`src/rtl/ps2_host_tx_if.sv`:
```
// Command handshake and status bundle between the CPU side and the PS/2 host transmitter.
interface ps2_host_tx_if;
  logic [7:0] tx_data;
  logic       tx_valid;
  logic       tx_ready;
  logic       busy;
  logic       rx_inhibit;
  logic       tx_done;
  logic       tx_ack_ok;
  logic       tx_error;

  modport master (
    output tx_data, tx_valid,
    input  tx_ready, busy, rx_inhibit, tx_done, tx_ack_ok, tx_error
  );

  modport slave (
    input  tx_data, tx_valid,
    output tx_ready, busy, rx_inhibit, tx_done, tx_ack_ok, tx_error
  );
endinterface

```
`src/rtl/ps2_host_tx.sv`:
```
// PS/2 host-to-device transmitter: inhibit, request-to-send, LSB-first odd-parity frame
// clocked by the device, ACK check, with open-drain pads driven through output enables.
module ps2_host_tx #(
  parameter int INHIBIT_CYCLES = 5000,
  parameter int FILTER_LEN     = 8,
  parameter int TIMEOUT_CYCLES = 1000000
) (
  input  logic        clock,
  input  logic        reset,
  ps2_host_tx_if.slave host,
  input  logic        ps2_clk_in,
  input  logic        ps2_data_in,
  output logic        ps2_clk_oe,
  output logic        ps2_data_oe
);

  localparam int IW = (INHIBIT_CYCLES > 1) ? $clog2(INHIBIT_CYCLES) : 1;
  localparam int TW = (TIMEOUT_CYCLES > 1) ? $clog2(TIMEOUT_CYCLES) : 1;
  localparam int FW = (FILTER_LEN > 1) ? $clog2(FILTER_LEN) : 1;
  localparam logic [IW-1:0] INHIBIT_LAST = IW'(INHIBIT_CYCLES - 1);
  localparam logic [TW-1:0] TIMEOUT_LAST = TW'(TIMEOUT_CYCLES - 1);
  localparam logic [FW-1:0] FILTER_LAST  = FW'(FILTER_LEN - 1);

  typedef enum logic [2:0] {
    ST_IDLE,
    ST_INHIBIT,
    ST_REQUEST,
    ST_SEND,
    ST_ACK,
    ST_WAIT_IDLE,
    ST_ABORT
  } state_t;

  // Pad synchronizers; index 0 = clock, 1 = data. Idle bus level is high.
  logic [1:0] pad_raw;
  logic [1:0] pad_sync;
  assign pad_raw = {ps2_data_in, ps2_clk_in};

  genvar gi;
  generate
    for (gi = 0; gi < 2; gi++) begin : g_sync
      logic meta_reg;
      logic sync_reg;
      always_ff @(posedge clock) begin
        if (reset) begin
          meta_reg <= 1'b1;
          sync_reg <= 1'b1;
        end else begin
          meta_reg <= pad_raw[gi];
          sync_reg <= meta_reg;
        end
      end
      assign pad_sync[gi] = sync_reg;
    end
  endgenerate

  logic clk_sync;
  logic data_sync;
  assign clk_sync  = pad_sync[0];
  assign data_sync = pad_sync[1];

  logic          clk_filt_reg;
  logic          clk_filt_d_reg;
  logic [FW-1:0] filt_cnt_reg;
  logic          fall;

  always_ff @(posedge clock) begin
    if (reset) begin
      clk_filt_reg   <= 1'b1;
      clk_filt_d_reg <= 1'b1;
      filt_cnt_reg   <= '0;
    end else begin
      clk_filt_d_reg <= clk_filt_reg;
      if (clk_sync != clk_filt_reg) begin
        if (filt_cnt_reg == FILTER_LAST) begin
          clk_filt_reg <= clk_sync;
          filt_cnt_reg <= '0;
        end else begin
          filt_cnt_reg <= filt_cnt_reg + 1'b1;
        end
      end else begin
        filt_cnt_reg <= '0;
      end
    end
  end

  assign fall = clk_filt_d_reg & ~clk_filt_reg;

  state_t        state_reg, state_next;
  logic [9:0]    shift_reg, shift_next;
  logic [3:0]    bit_cnt_reg, bit_cnt_next;
  logic [TW-1:0] timer_reg, timer_next;
  logic [IW-1:0] inh_cnt_reg, inh_cnt_next;
  logic          clk_oe_reg, clk_oe_next;
  logic          data_oe_reg, data_oe_next;
  logic          ack_ok_reg, ack_ok_next;
  logic          ready_reg, ready_next;
  logic          done_reg, done_next;
  logic          ack_out_reg, ack_out_next;
  logic          err_reg, err_next;
  logic          timed;

  always_ff @(posedge clock) begin
    if (reset) begin
      state_reg   <= ST_IDLE;
      shift_reg   <= '0;
      bit_cnt_reg <= '0;
      timer_reg   <= '0;
      inh_cnt_reg <= '0;
      clk_oe_reg  <= 1'b0;
      data_oe_reg <= 1'b0;
      ack_ok_reg  <= 1'b0;
      ready_reg   <= 1'b0;
      done_reg    <= 1'b0;
      ack_out_reg <= 1'b0;
      err_reg     <= 1'b0;
    end else begin
      state_reg   <= state_next;
      shift_reg   <= shift_next;
      bit_cnt_reg <= bit_cnt_next;
      timer_reg   <= timer_next;
      inh_cnt_reg <= inh_cnt_next;
      clk_oe_reg  <= clk_oe_next;
      data_oe_reg <= data_oe_next;
      ack_ok_reg  <= ack_ok_next;
      ready_reg   <= ready_next;
      done_reg    <= done_next;
      ack_out_reg <= ack_out_next;
      err_reg     <= err_next;
    end
  end

  assign timed = (state_reg == ST_SEND) || (state_reg == ST_ACK) || (state_reg == ST_WAIT_IDLE);

  always_comb begin
    state_next   = state_reg;
    shift_next   = shift_reg;
    bit_cnt_next = bit_cnt_reg;
    timer_next   = timer_reg;
    inh_cnt_next = inh_cnt_reg;
    clk_oe_next  = clk_oe_reg;
    data_oe_next = data_oe_reg;
    ack_ok_next  = ack_ok_reg;
    done_next    = 1'b0;
    ack_out_next = 1'b0;
    err_next     = 1'b0;

    if (timed) begin
      timer_next = fall ? '0 : timer_reg + 1'b1;
    end

    case (state_reg)
      ST_IDLE: begin
        clk_oe_next  = 1'b0;
        data_oe_next = 1'b0;
        if (host.tx_valid && ready_reg) begin
          shift_next   = {1'b1, ~^host.tx_data, host.tx_data};
          bit_cnt_next = '0;
          timer_next   = '0;
          inh_cnt_next = '0;
          ack_ok_next  = 1'b0;
          clk_oe_next  = 1'b1;
          state_next   = ST_INHIBIT;
        end
      end
      ST_INHIBIT: begin
        if (inh_cnt_reg == INHIBIT_LAST) begin
          data_oe_next = 1'b1;
          state_next   = ST_REQUEST;
        end else begin
          inh_cnt_next = inh_cnt_reg + 1'b1;
        end
      end
      ST_REQUEST: begin
        clk_oe_next = 1'b0;
        timer_next  = '0;
        state_next  = ST_SEND;
      end
      ST_SEND: begin
        // Each device falling edge presents the next frame bit; the tenth is the stop bit.
        if (fall) begin
          data_oe_next = ~shift_reg[0];
          shift_next   = {1'b0, shift_reg[9:1]};
          bit_cnt_next = bit_cnt_reg + 1'b1;
          if (bit_cnt_reg == 4'd9) begin
            state_next = ST_ACK;
          end
        end
      end
      ST_ACK: begin
        if (fall) begin
          ack_ok_next = ~data_sync;
          state_next  = ST_WAIT_IDLE;
        end
      end
      ST_WAIT_IDLE: begin
        if (clk_filt_reg && data_sync) begin
          done_next    = 1'b1;
          ack_out_next = ack_ok_reg;
          err_next     = ~ack_ok_reg;
          state_next   = ST_IDLE;
        end
      end
      ST_ABORT: begin
        done_next  = 1'b1;
        err_next   = 1'b1;
        state_next = ST_IDLE;
      end
      default: begin
        state_next = ST_IDLE;
      end
    endcase

    // A fall in the expiry cycle wins; completion in WAIT_IDLE also wins.
    if (timed && !fall && (timer_reg == TIMEOUT_LAST) && (state_next == state_reg)) begin
      clk_oe_next  = 1'b0;
      data_oe_next = 1'b0;
      state_next   = ST_ABORT;
    end
  end

  assign ready_next = (state_next == ST_IDLE);

  assign host.tx_ready   = ready_reg;
  assign host.busy       = (state_reg != ST_IDLE);
  assign host.rx_inhibit = (state_reg != ST_IDLE);
  assign host.tx_done    = done_reg;
  assign host.tx_ack_ok  = ack_out_reg;
  assign host.tx_error   = err_reg;
  assign ps2_clk_oe      = clk_oe_reg;
  assign ps2_data_oe     = data_oe_reg;

endmodule

```
`src/flat_wrapper.sv`:
```
// flat-port wrapper written by rule: the top's interface ports become plain ports
module ps2_host_tx_flat 
#(
  parameter int INHIBIT_CYCLES = 5000,
  parameter int FILTER_LEN     = 8,
  parameter int TIMEOUT_CYCLES = 1000000
)
  (clock, reset, ps2_clk_in, ps2_data_in, ps2_clk_oe, ps2_data_oe, host_tx_data, host_tx_valid, host_tx_ready, host_busy, host_rx_inhibit, host_tx_done, host_tx_ack_ok, host_tx_error);
  ps2_host_tx_if host_i ();
  input  logic clock;
  input  logic reset;
  input  logic ps2_clk_in;
  input  logic ps2_data_in;
  output logic ps2_clk_oe;
  output logic ps2_data_oe;
  input wire logic [$bits(host_i.tx_data)-1:0] host_tx_data;
  input wire logic [$bits(host_i.tx_valid)-1:0] host_tx_valid;
  output wire logic [$bits(host_i.tx_ready)-1:0] host_tx_ready;
  output wire logic [$bits(host_i.busy)-1:0] host_busy;
  output wire logic [$bits(host_i.rx_inhibit)-1:0] host_rx_inhibit;
  output wire logic [$bits(host_i.tx_done)-1:0] host_tx_done;
  output wire logic [$bits(host_i.tx_ack_ok)-1:0] host_tx_ack_ok;
  output wire logic [$bits(host_i.tx_error)-1:0] host_tx_error;
  assign host_i.tx_data = host_tx_data;
  assign host_i.tx_valid = host_tx_valid;
  assign host_tx_ready = host_i.tx_ready;
  assign host_busy = host_i.busy;
  assign host_rx_inhibit = host_i.rx_inhibit;
  assign host_tx_done = host_i.tx_done;
  assign host_tx_ack_ok = host_i.tx_ack_ok;
  assign host_tx_error = host_i.tx_error;
  ps2_host_tx #(.INHIBIT_CYCLES(INHIBIT_CYCLES), .FILTER_LEN(FILTER_LEN), .TIMEOUT_CYCLES(TIMEOUT_CYCLES)) u_core (.clock(clock), .reset(reset), .host(host_i), .ps2_clk_in(ps2_clk_in), .ps2_data_in(ps2_data_in), .ps2_clk_oe(ps2_clk_oe), .ps2_data_oe(ps2_data_oe));
endmodule
```
`config.mk`:
```
export PLATFORM = sky130hd
export DESIGN_NAME = ps2_host_tx_flat
export DESIGN_NICKNAME = d
export VERILOG_FILES = /design/src/rtl/ps2_host_tx_if.sv /design/src/rtl/ps2_host_tx.sv /design/src/flat_wrapper.sv
export SDC_FILE = /design/constraint.sdc
export NUM_CORES = 1
export LEC_CHECK = 0
export BUFFER_PORTS_ARGS = -buffer_cell sky130_fd_sc_hd__buf_2
export CORE_MARGIN = 2
export CORE_UTILIZATION = 35
export CTS_CLUSTER_DIAMETER = 60
export DETAILED_ROUTE_END_ITERATION = 8
export RECOVER_POWER = 100
export SYNTH_ARGS = -nofsm -noshare
export SYNTH_HDL_FRONTEND = slang
export SYNTH_SLANG_ARGS = --single-unit
```
`constraint.sdc`:
```
create_clock -name clock -period 2.1 [get_ports clock]
set_input_delay 0.21 -clock clock [delete_from_list [all_inputs] [get_ports clock]]
set_output_delay 0.21 -clock clock [all_outputs]
set_load 0.02 [all_outputs]
```
==> results.txt <==
The number of distinct standard cells referenced by the synthesized netlist came out at 59. The net count of the mapped netlist is ~430. In this run the tool buffered the top-level ports with 20 buffer cells. The arrival time at the worst endpoint is around 2.3 ns. The number of global-route vias before repair is 3,008. For this design the top-level I/O count stands at 21. The most used flip-flop cell after synthesis is sky130_fd_sc_hd__dfxtp_1. The most common cell after layout, fill and taps aside is sky130_fd_sc_hd__dfxtp_1.

The post-synthesis register bit count came out at 66. The beginning of the worst register-to-register path is u_core.inh_cnt_reg[10]. The tool flagged a number of max-cap violations equal to 0. The initial core utilization is 0.364.

The die is 102 um tall. The count of hold-fix buffers inserted at cts came out at 0. In the layout the commonest cells are sky130_fd_sc_hd__dfxtp_1 (66), sky130_fd_sc_hd__nand2_1 (49), sky130_fd_sc_hd__a21oi_1 (31). The initial antenna violation count came out at 0.

For this block, the routed nets add up to 8300 um of wire. Walking the worst path, the cells encountered are or4_4 > or4b_4 > a221o_1 > a211oi_2. The final critical delay including setup and external delays is just over 2 ns. Dividing the detail-routed via count by the number of cells gives 5.47.

The cell family with the largest share of critical-path delay is simple AND/OR/NAND/NOR gates. Data on the critical path is required at its endpoint by about 2.4 ns. The initialized floorplan defines 35 standard-cell rows.

The flow ran to the end, and the final reports show no timing, DRC or antenna violations. OpenSTA, run right after detailed placement, puts the worst setup slack at 0.0757 ns. The area of the mapped netlist came out at 3390 um2. The highest clock frequency the design can meet came out at 0.494 GHz. Setup slack on the critical path of the routed design comes to 0.0775 ns. The antenna violation net count after detailed routing came out at 0. IR analysis of the VDD net gives a maximum drop of between 0.2 and 0.3 mV. The worst setup path is of the reg2reg kind. The count of cells along the worst hold path came out at 2. The count of final setup violators is 0. The number of flip-flops in the largest register came out at 20. The number of flops mapped to enable cells by yosys came out at 0.

After global routing the overflow that remains totals 0. The global-route wire length before repair is 14,500 um. The summed negative setup slack over all endpoints is 0 ns. The setup check on the worst reg-to-reg path leaves a slack of 0.08 ns. The number of cell instances on the worst register-to-register path came out at 4. The cell at the slowest stage of the critical path is sky130_fd_sc_hd__or4_4.

The overall fraction of global-route tracks in use is 0.173. The max-slew violation total from the final report came out at 0. The fill cell total of the finished layout is 978. The iteration-0 DRC count of the detailed router came out at 119. The total area of multi-input combinational cells is 1940 um2.

The net count of the finished layout is 459. The worst setup path is launched from a flop. The power per cell area is 619 nW/um2. The repair_antennas step left the layout with diodes totalling 0. Compared with the post-synthesis result, the final layout area differs by 14.2%.

The clock network latency to the later pin of the worst-skew pair is 0.34 ns. The cell count after synthesis came out at 406. Clock tree synthesis found a total of 66 sinks. The largest stage delay on the critical path came out at 0.56 ns. The register area is 1320 um2.

The kind of end point of the critical path is a flop. The number of buffers on the longest clock path is 2. Setup repair after global routing left no endpoint under its margin.

Across the routed clock network, the largest skew measured is 0.00627 ns. The total area inside the core boundary comes to 9330 um2. The headroom to the max-slew limit is 0.490. The pin slew with the least headroom to its limit is between 0.7 and 0.8 ns. The via count is 3,133. The share of final-layout standard cells stronger than drive strength 1 is 0.124. The sum of buffers and inverters on the critical path came out at 0.

The width of the chip is a little over 100 um. The number of buffers created by CTS is 9. The worst hold path begins at ps2_data_in.

The tree is rooted in a sky130_fd_sc_hd__clkbuf_8. The wire length per cell is 14.5 um. Of the synthesized area, sequential elements account for 0.390. The area of the die is 10,500 um2. The fraction of synthesis flops using an asynchronous set or reset pin came out at 0. TritonCTS built the clock tree. Summed over all nets, the half-perimeter wirelength after detailed placement is 5890 um. The worst register-to-register path ends at u_core.ps2_data_oe. The endpoint with the worst hold slack is u_core.g_sync[1].meta_reg. The largest net degree at the start of global routing came out at 23. The portion of the clock cycle consumed by the worst path in the final layout came out at 0.963.

The post-route DRC violation count came out at 0. The Yosys step of the flow raised 0 warnings. The final count of hold timing violations is 0.

In this run the worst path has a maximum fanout of 5. The weighted congestion reported at the end of routability-driven placement is 0.806. At the end of the flow the core is filled with cells to 0.415. The mean instance size in the synthesized netlist is 8.35 um2. In this run the worst hold path is classified as in2reg. The clock slew seen by the registers of the worst setup and hold paths is around 0.070 ns.

The number of H-tree levels is 3. The leakage component of the power came out at 0.00134 uW. The first detailed-routing pass took 4 iterations.
## stage by stage
step | instance area, um2 | hold WS, ns | std cells | total power, uW
after detailed placement | 3760 | 0.402 | 558 | 1540
after CTS | 3910 | 0.0452 | 573 | 2440
after global routing | 3870 | 0.0493 | 573 | 2520
after global placement | 3760 | 0.396 | 558 | 1540
final | 3870 | 0.0597 | 573 | 2400
after floorplan | 3390 | 0.314 | 406 | 1470
## final cells by class
cell class | instances | share of cell area
sequential | 66 | 0.341
tap | 129 | 0.0417
timing repair buffer | 46 | 0.0665
inverter | 10 | 0.00969
multi-input combinational | 307 | 0.502
clock buffer | 11 | 0.0339
clock inverter | 4 | 0.00517
## per-layer routing
| layer | wire length [um] | GRT usage |
|---|---|---|
| met1 | 3960 | 0.230 |
| met2 | 3880 | 0.270 |
| met3 | 366 | 0.0404 |
| met4 | 85 | 0.0677 |
| met5 | 0 | 0 |
## where the power goes
| part | internal, uW | total [uW] | switching [uW] |
|---|---|---|---|
| combinational | 79.6 | 214 | 134 |
| sequential | 1280 | 1300 | 17.7 |
| clock | 414 | 886 | 472 |
| total | 1770 | 2400 | 624 |
## synth_stat cells, drive strengths merged, types with 2 or more instances
library cell | instances | share of area
a2111o | 8 | 0.027
a211oi | 5 | 0.013
a21o | 3 | 0.0066
a21oi | 31 | 0.046
a311oi | 9 | 0.023
a31oi | 6 | 0.011
and2 | 8 | 0.015
and3 | 7 | 0.013
and4 | 4 | 0.010
buf | 2 | 0.0037
clkbuf | 21 | 0.023
dfxtp | 66 | 0.39
ha | 6 | 0.022
inv | 10 | 0.011
mux2i | 7 | 0.021
nand2 | 49 | 0.054
nand2b | 6 | 0.011
nand3 | 22 | 0.032
nand3b | 4 | 0.0089
nand4 | 6 | 0.011
nor2 | 25 | 0.028
nor2b | 4 | 0.0074
nor3 | 6 | 0.0089
nor4 | 4 | 0.0074
o2111ai | 8 | 0.021
o211ai | 3 | 0.0066
o21ai | 18 | 0.027
o22ai | 2 | 0.0055
o31ai | 6 | 0.015
or2 | 6 | 0.011
or3 | 6 | 0.011
or4 | 9 | 0.021
or4b | 3 | 0.0089
xnor2 | 9 | 0.023
## repair_timing
item                       4_1_cts  5_1_grt
buffers inserted                 0        0
resized for setup                0        1
setup endpoints to repair        0        1
## worst max path at each step
stage,startpoint,to,slack [ns],cells past startpoint
floorplan,u_core.inh_cnt_reg[10],u_core.ps2_data_oe,0.15,4
global placement,u_core.inh_cnt_reg[10],u_core.ps2_data_oe,0.1,4
CTS,u_core.inh_cnt_reg[10],u_core.ps2_data_oe,0.07,4
finish,u_core.inh_cnt_reg[10],u_core.ps2_data_oe,0.08,4
global route,u_core.inh_cnt_reg[10],u_core.ps2_data_oe,0.006,4
detailed placement,u_core.inh_cnt_reg[10],u_core.ps2_data_oe,0.08,4
## logic make-up (layout without fill, tap and decap cells)
logic type	count (synthesis)	after routing	share of synthesized area
xor gates and xnor gates	10	10	0.0258
DFF	66	66	0.390
buffers and inverters	33	71	0.0380
muxes	8	8	0.0240
adders and majority gates	6	6	0.0221
AOI/OAI and AO/OA	107	107	0.222
and+or+nand+nor	176	176	0.279
Power figures use the tool's default switching activity.
